File: src/rtl/tdm_pkg.sv
// tdm_pkg: shared types and sizing for the TDM demultiplexer.
package tdm_pkg;
  localparam int N_CH_DEF = 8;
  typedef enum logic {HUNT, LOCK} state_e;
  function automatic int slot_w(input int n);
    return $clog2(n);
  endfunction
endpackage

File: src/rtl/tdm_slot_ctr.sv
// tdm_slot_ctr: slot index counter; wraps naturally because N_CH is a power of two.
module tdm_slot_ctr
  import tdm_pkg::*;
#(
  parameter  int N_CH   = N_CH_DEF,
  localparam int SLOT_W = slot_w(N_CH)
) (
  input  logic              clk,
  input  logic              rst_n,
  input  logic              en,
  input  logic              load0,
  output logic [SLOT_W-1:0] slot,
  output logic              last
);
  logic [SLOT_W-1:0] slot_q, slot_d;
  // a sync sample occupies slot 0, so the next expected slot is 1
  always_comb slot_d = load0 ? SLOT_W'(1) : en ? slot_q + 1'b1 : slot_q;
  always_ff @(posedge clk or negedge rst_n) begin
    if (!rst_n) slot_q <= '0;
    else slot_q <= slot_d;
  end
  assign slot = slot_q;
  assign last = slot_q == SLOT_W'(N_CH - 1);
endmodule

File: src/rtl/tdm_demux.sv
// tdm_demux: reassembles a serial TDM stream into N_CH-bit parallel frames.
module tdm_demux
  import tdm_pkg::*;
#(
  parameter  int N_CH   = N_CH_DEF,
  localparam int SLOT_W = slot_w(N_CH)
) (
  input  logic              clk,
  input  logic              rst_n,
  input  logic              en,
  input  logic              din,
  input  logic              frame_sync,
  output logic [N_CH-1:0]   dout,
  output logic              frame_valid,
  output logic [SLOT_W-1:0] slot,
  output logic              locked,
  output logic              sync_err
);
  state_e            state_q, state_d;
  logic [N_CH-1:0]   shadow_q, shadow_d, dout_q, dout_d;
  logic              fv_q, fv_d, err_q, err_d;
  logic              lock, sync, last, complete;
  assign lock = state_q == LOCK;
  assign sync = en & frame_sync;
  tdm_slot_ctr #(.N_CH(N_CH)) u_ctr (
    .clk  (clk),
    .rst_n(rst_n),
    .en   (en & lock),
    .load0(sync),
    .slot (slot),
    .last (last)
  );
  // a sync arriving on the last slot is a resync and suppresses completion
  assign complete = en & lock & ~frame_sync & last;
  always_comb begin
    state_d  = sync ? LOCK : state_q;
    shadow_d = shadow_q;
    if (en & (lock | frame_sync)) shadow_d[frame_sync ? '0 : slot] = din;
    dout_d   = complete ? {din, shadow_q[N_CH-2:0]} : dout_q;
    fv_d     = complete;
    err_d    = sync & lock & (slot != '0);
  end
  always_ff @(posedge clk or negedge rst_n) begin
    if (!rst_n) begin
      state_q  <= HUNT;
      shadow_q <= '0;
      dout_q   <= '0;
      fv_q     <= 1'b0;
      err_q    <= 1'b0;
    end else begin
      state_q  <= state_d;
      shadow_q <= shadow_d;
      dout_q   <= dout_d;
      fv_q     <= fv_d;
      err_q    <= err_d;
    end
  end
  assign dout        = dout_q;
  assign frame_valid = fv_q;
  assign locked      = lock;
  assign sync_err    = err_q;
endmodule

File: config.mk
export PLATFORM = sky130hd
export DESIGN_NAME = tdm_demux
export DESIGN_NICKNAME = d
export VERILOG_FILES = /design/src/rtl/tdm_pkg.sv /design/src/rtl/tdm_slot_ctr.sv /design/src/rtl/tdm_demux.sv
export SDC_FILE = /design/constraint.sdc
export NUM_CORES = 1
export LEC_CHECK = 0
export CAP_MARGIN = 25
export CORE_UTILIZATION = 44
export DETAILED_ROUTE_END_ITERATION = 10
export PLACE_DENSITY = 0.81
export SYNTH_ARGS = -nofsm -noshare
export SYNTH_HDL_FRONTEND = slang
export SYNTH_SLANG_ARGS = --single-unit
File: constraint.sdc
create_clock -name clk -period 1.4 [get_ports clk]
set_input_delay 0.35 -clock clk [delete_from_list [all_inputs] [get_ports clk]]
set_output_delay 0.35 -clock clk [all_outputs]
set_load 0.01 [all_outputs]
[Word level (Yosys, flattened, before mapping)]
Index checks and enable logic that the tools add are counted.
Storage, ports and cells
  bits in registers: 22
  input port bits: 5
Operators by class
  add/subtract/negate cells: 1
  magnitude comparators: 2
  equal/unequal tests: 1
  muxes and demuxes: 6
  bitwise logic cells: 9
  reductions and logical operators: 3
Operators by type and width (number)
  3-bit 2-to-1 mux: 3
  8-bit bitwise mux: 1
  1-bit AND: 7
  3-bit by 4-bit < comparator with 1-bit output (second input constant): 1
  3-bit by 1-bit adder with 3-bit output (second input constant): 1
  1-bit demux with 3-bit select: 1
  3-bit equality test (second input constant): 1
  3-bit by 1-bit >= comparator with 1-bit output (second input constant): 1
  3-bit nonzero test: 1
  2-bit nonzero test: 1
  1-bit logical AND: 1
  1-bit 2-to-1 mux: 1
  1-bit NOT: 1
  1-bit OR: 1

[Depth between registers and ports, before layout]
  word-level depth: 6
  gate-level depth with buffers: 5

[Hierarchy]
Synthesis repeated with hierarchy kept, for this count alone.
Second synthesis, totals
  cell total of the unflattened synthesis: 60
  area, all modules: 887.1 um^2
Modules (own cells, without submodules)
  tdm_demux: times used 1, cells each 49, area an instance 744.5 um^2
  tdm_slot_ctr: times used 1, cells each 11, area an instance 142.6 um^2

[Worst setup path after synthesis]
No wires, ideal clock.
  path type: register -> register
  start: register u_ctr.slot_q[1], in the netlist u_ctr.slot[1]
  end: register dout_q[0], in the netlist dout[0]
  arrival: 1.311 ns
  data required time: 1.275 ns
  slack: -0.036 ns
  stages on the path, launching flop included: 5
  path buffers: 0
  clock period less this slack: 1.436 ns
  cells stage by stage: dfrtp_1 ha_1 ha_1 nand2_4 mux2_2
On the way
  word-level cells in the longest chain between the ends: 2
Ends and longest elaborated chain
  start, declared: RTL line tdm_slot_ctr.sv:15  | logic [SLOT_W-1:0] slot_q, slot_d;
  start signal, assigned: RTL line tdm_slot_ctr.sv:20  | else slot_q <= slot_d;
  3-bit equality test: RTL line tdm_slot_ctr.sv:23  | assign last = slot_q == SLOT_W'(N_CH - 1);
  1-bit AND: RTL line tdm_demux.sv:34  | assign complete = en & lock & ~frame_sync & last;
  end signal, assigned: RTL line tdm_demux.sv:53  | dout_q <= dout_d;
  end, declared: RTL line tdm_demux.sv:20  | logic [N_CH-1:0] shadow_q, shadow_d, dout_q, dout_d;
Every way passes these cells.
A chain may end at the register's enable or synchronous reset.

[Worst setup path in the final report]
  start: register u_ctr.slot_q[0], in the netlist u_ctr.slot[0]
  end: register dout_q[7], in the netlist dout[7]
Same word-level chain as after synthesis.

==> results_dict.tcl <==
set metrics [dict create \
    cts_hold_buf 0 \
    tightest_slew_ns 0.325 \
    layout_common_cells "dfrtp_1, dlygate4sd2_1, buf_4, mux2_4, mux2_2" \
    fin_skew_ns 0.00147 \
    synthCells 70 \
    slew_headroom_pct 78.3 \
    htreeDepth 1 \
    hold_path_class "input pin to asynchronous set/reset pin" \
    final_cell_area_um2 1410 \
    yosysSeqAreaShare_pct 56.6 \
    top_layer_used "met4" \
    synthesis.nets 78 \
    grt_pass1_wl_mm 3.14 \
    fin_hold_ws_ns 0.384 \
    crit_top_cell "ha_4" \
    nets 116 \
    layout_min_cycle_time_ns 1.43 \
    die_h_um 47.9 \
    cts_tree "yes" \
    outcome "finished with violations" \
    cts_made_buffers 3 \
    violations "negative setup slack" \
    drtAntennaViolNets 0 \
    dr_wl_met2_mm 1.01 \
    first_global_vias 653 \
    cts_buffer_depth 2 \
    clkSlewWorstSetupHoldPaths_ns 0.11 \
    cts_root_buf "clkbuf_4" \
    end_kind "flip-flop" \
    die_x_um 47.9 \
    gr-total-overflow 0 \
    path_buf_inv 1 \
    max_freq_mhz 699 \
    port-buffer-count 18 \
    yosysWarnings 0 \
    initial_core_util_pct 46.8 \
    wl_per_cell_um 15.8 \
    die_area_um2 2300 \
    final_util_pct 71.1 \
    grt_max_degree 22 \
    drt_iter0_drc 6 \
    slowest_stage "dfrtp_2" \
    cts_num_sinks 21 \
    track_usage_pct 21.0 \
    setup_viol_count_final 11 \
    syn2layout_area_growth_pct 51.9 \
    vias 699 \
    crit_fanout 4 \
    crit_chain "buf_4 > ha_4 > ha_4 > nand2_4 > mux2_2" \
    firstDrtPassIters 4 \
    cp.arrival_ns 1.63 \
    routed_wl_mm 2.12 \
    netlist_area_um2 928 \
    avgSynthCellArea_um2 13.3 \
    postPlaceCellArea_um2 1220 \
    period_share_pct 102 \
    path_class "flip-flop to flip-flop" \
    rows 16 \
    finalWorstSetupSlack_ns -0.0297 \
    drive_gt1_share_pct 46.7 \
    pwr_density_cell_nw_per_um2 1190 \
    irDropWorstVdd_v 0.000650 \
    slowest_delay_ns 0.43 \
    cap_viol_max_count 0 \
    rsz0062_at_grt "yes" \
    fp.coreArea_um2 1980 \
    num_io_pins 19 \
    place_congestion 0.899 \
    ys_types 24 \
    n_antenna_cell 0 \
    start_kind "flip-flop" \
    path_delay_family "flip-flops" \
    hold_viol 0 \
    ys_ff_latch 21 \
    met1Wirelength_mm 1.01 \
    insertion_delay_ns 0.30 \
    final_common_cell "dfrtp_1" \
    cp_data_required_time_ns 1.60 \
    finalMaxSlewViolations 0 \
    place_hpwl_mm 1.32 \
    antenna_found_initial 0 \
    avgViaCountPerCell 5.22 \
    drc 0 \
    p_leak_nw 0.727 \
    wl_met3_um 61 \
]
[registers in the layout (all words and copies together), names as in the netlist]
register and flops:
sync_err 1, dout 8, shadow_q 7, locked 1, u_ctr.slot 3, frame_valid 1
[power by group]
part | internal (mW) | total, mW | switching, mW
Sequential | 0.742 | 0.815 | 0.0730
Clock | 0.107 | 0.287 | 0.180
Combinational | 0.329 | 0.582 | 0.253
[logic make-up (layout without fill, tap and decap cells)]
group	Yosys count	after routing	synth area share [%]
and+or+nand+nor	15	16	11.3
buffers and inverters	7	43	3.91
adders and majority gates	3	3	4.04
muxes	15	15	18.2
AOI/OAI and AO/OA	9	9	5.93
DFF	21	21	56.6
[cell usage after synthesis]
cell / n / area, um2
o21ai_0: 2 / 10.0
dfrtp_1: 21 / 526
nand2_1: 1 / 3.75
o21a_1: 1 / 7.51
a21o_1: 1 / 7.51
buf_2: 1 / 5.00
a22o_1: 1 / 8.76
o22ai_1: 1 / 6.26
nor4b_1: 2 / 17.5
nand3_1: 4 / 20.0
mux2_1: 4 / 45.0
ha_1: 3 / 37.5
buf_6: 1 / 11.3
o21ai_1: 1 / 5.00
mux2_2: 11 / 124
clkbuf_2: 1 / 5.00
nand2_4: 1 / 11.3
nand4_1: 1 / 6.26
nor4b_2: 1 / 15.0
and4b_1: 1 / 10.0
a21oi_1: 2 / 10.0
nor2_1: 3 / 11.3
and3b_2: 1 / 10.0
inv_1: 4 / 15.0
[final timing paths]
| check | startpoint | slack (ns) | to | cells after the start |
|---|---|---|---|---|
| max in group asynchronous | rst_n | 0.79 | u_ctr.slot[2]$_DFFE_PN0P_ | 2 |
| max | u_ctr.slot[0]$_DFFE_PN0P_ | -0.03 | dout[7]$_DFFE_PN0P_ | 5 |
| max reg2reg | u_ctr.slot[0]$_DFFE_PN0P_ | -0.03 | dout[7]$_DFFE_PN0P_ | 5 |
| min | rst_n | 0.38 | sync_err$_DFF_PN0_ | 2 |
| min reg2reg | shadow_q[2]$_DFFE_PN0P_ | 0.50 | shadow_q[2]$_DFFE_PN0P_ | 1 |
| min in group clk | shadow_q[2]$_DFFE_PN0P_ | 0.50 | shadow_q[2]$_DFFE_PN0P_ | 1 |
[metrics by stage]
step | setup TNS, ns | setup slack [ns] | std cells | power (mW)
floorplan | 0 | 0.0115 | 70 | 1.03
global placement | -6.10 | -0.452 | 124 | 1.28
detailed placement | -6.72 | -0.481 | 124 | 1.30
CTS | -0.00304 | -0.00304 | 132 | 1.64
global route | -0.501 | -0.0522 | 134 | 1.79
finish | -0.138 | -0.0297 | 134 | 1.68
[area by class of cell]
class / instances / area (um2)
sequential: 21 / 529
tap: 27 / 33.8
inverter: 4 / 17.5
timing repair buffer: 35 / 307
clock buffer: 3 / 22.5
fill: 130 / 572
clock inverter: 1 / 5.00
multi-input combinational: 43 / 495
[per-layer routing]
layer / global-route usage (%) / up-vias
met5: 0 / -
met4: 8.33 / 0
met3: 4.53 / 4
met2: 33.2 / 18
met1: 28.0 / 351
li1: - / 326
[worst reg2reg max path, delay by kind of cell (launching register included)]
kind | cells | cell delay [ns]
muxes | 1 | 0.33
adders and majority gates | 2 | 0.34
and+or+nand+nor | 1 | 0.09
buffers and inverters | 1 | 0.14
DFF | 1 | 0.43
[timing repair]
item | in CTS | in global routing
setup endpoints to repair | 29 | 18
pin swaps | 3 | 5
cloned | 1 | 0
resized for setup | 35 | 15
buffers inserted | 3 | 2
Power figures use the tool's default switching activity.
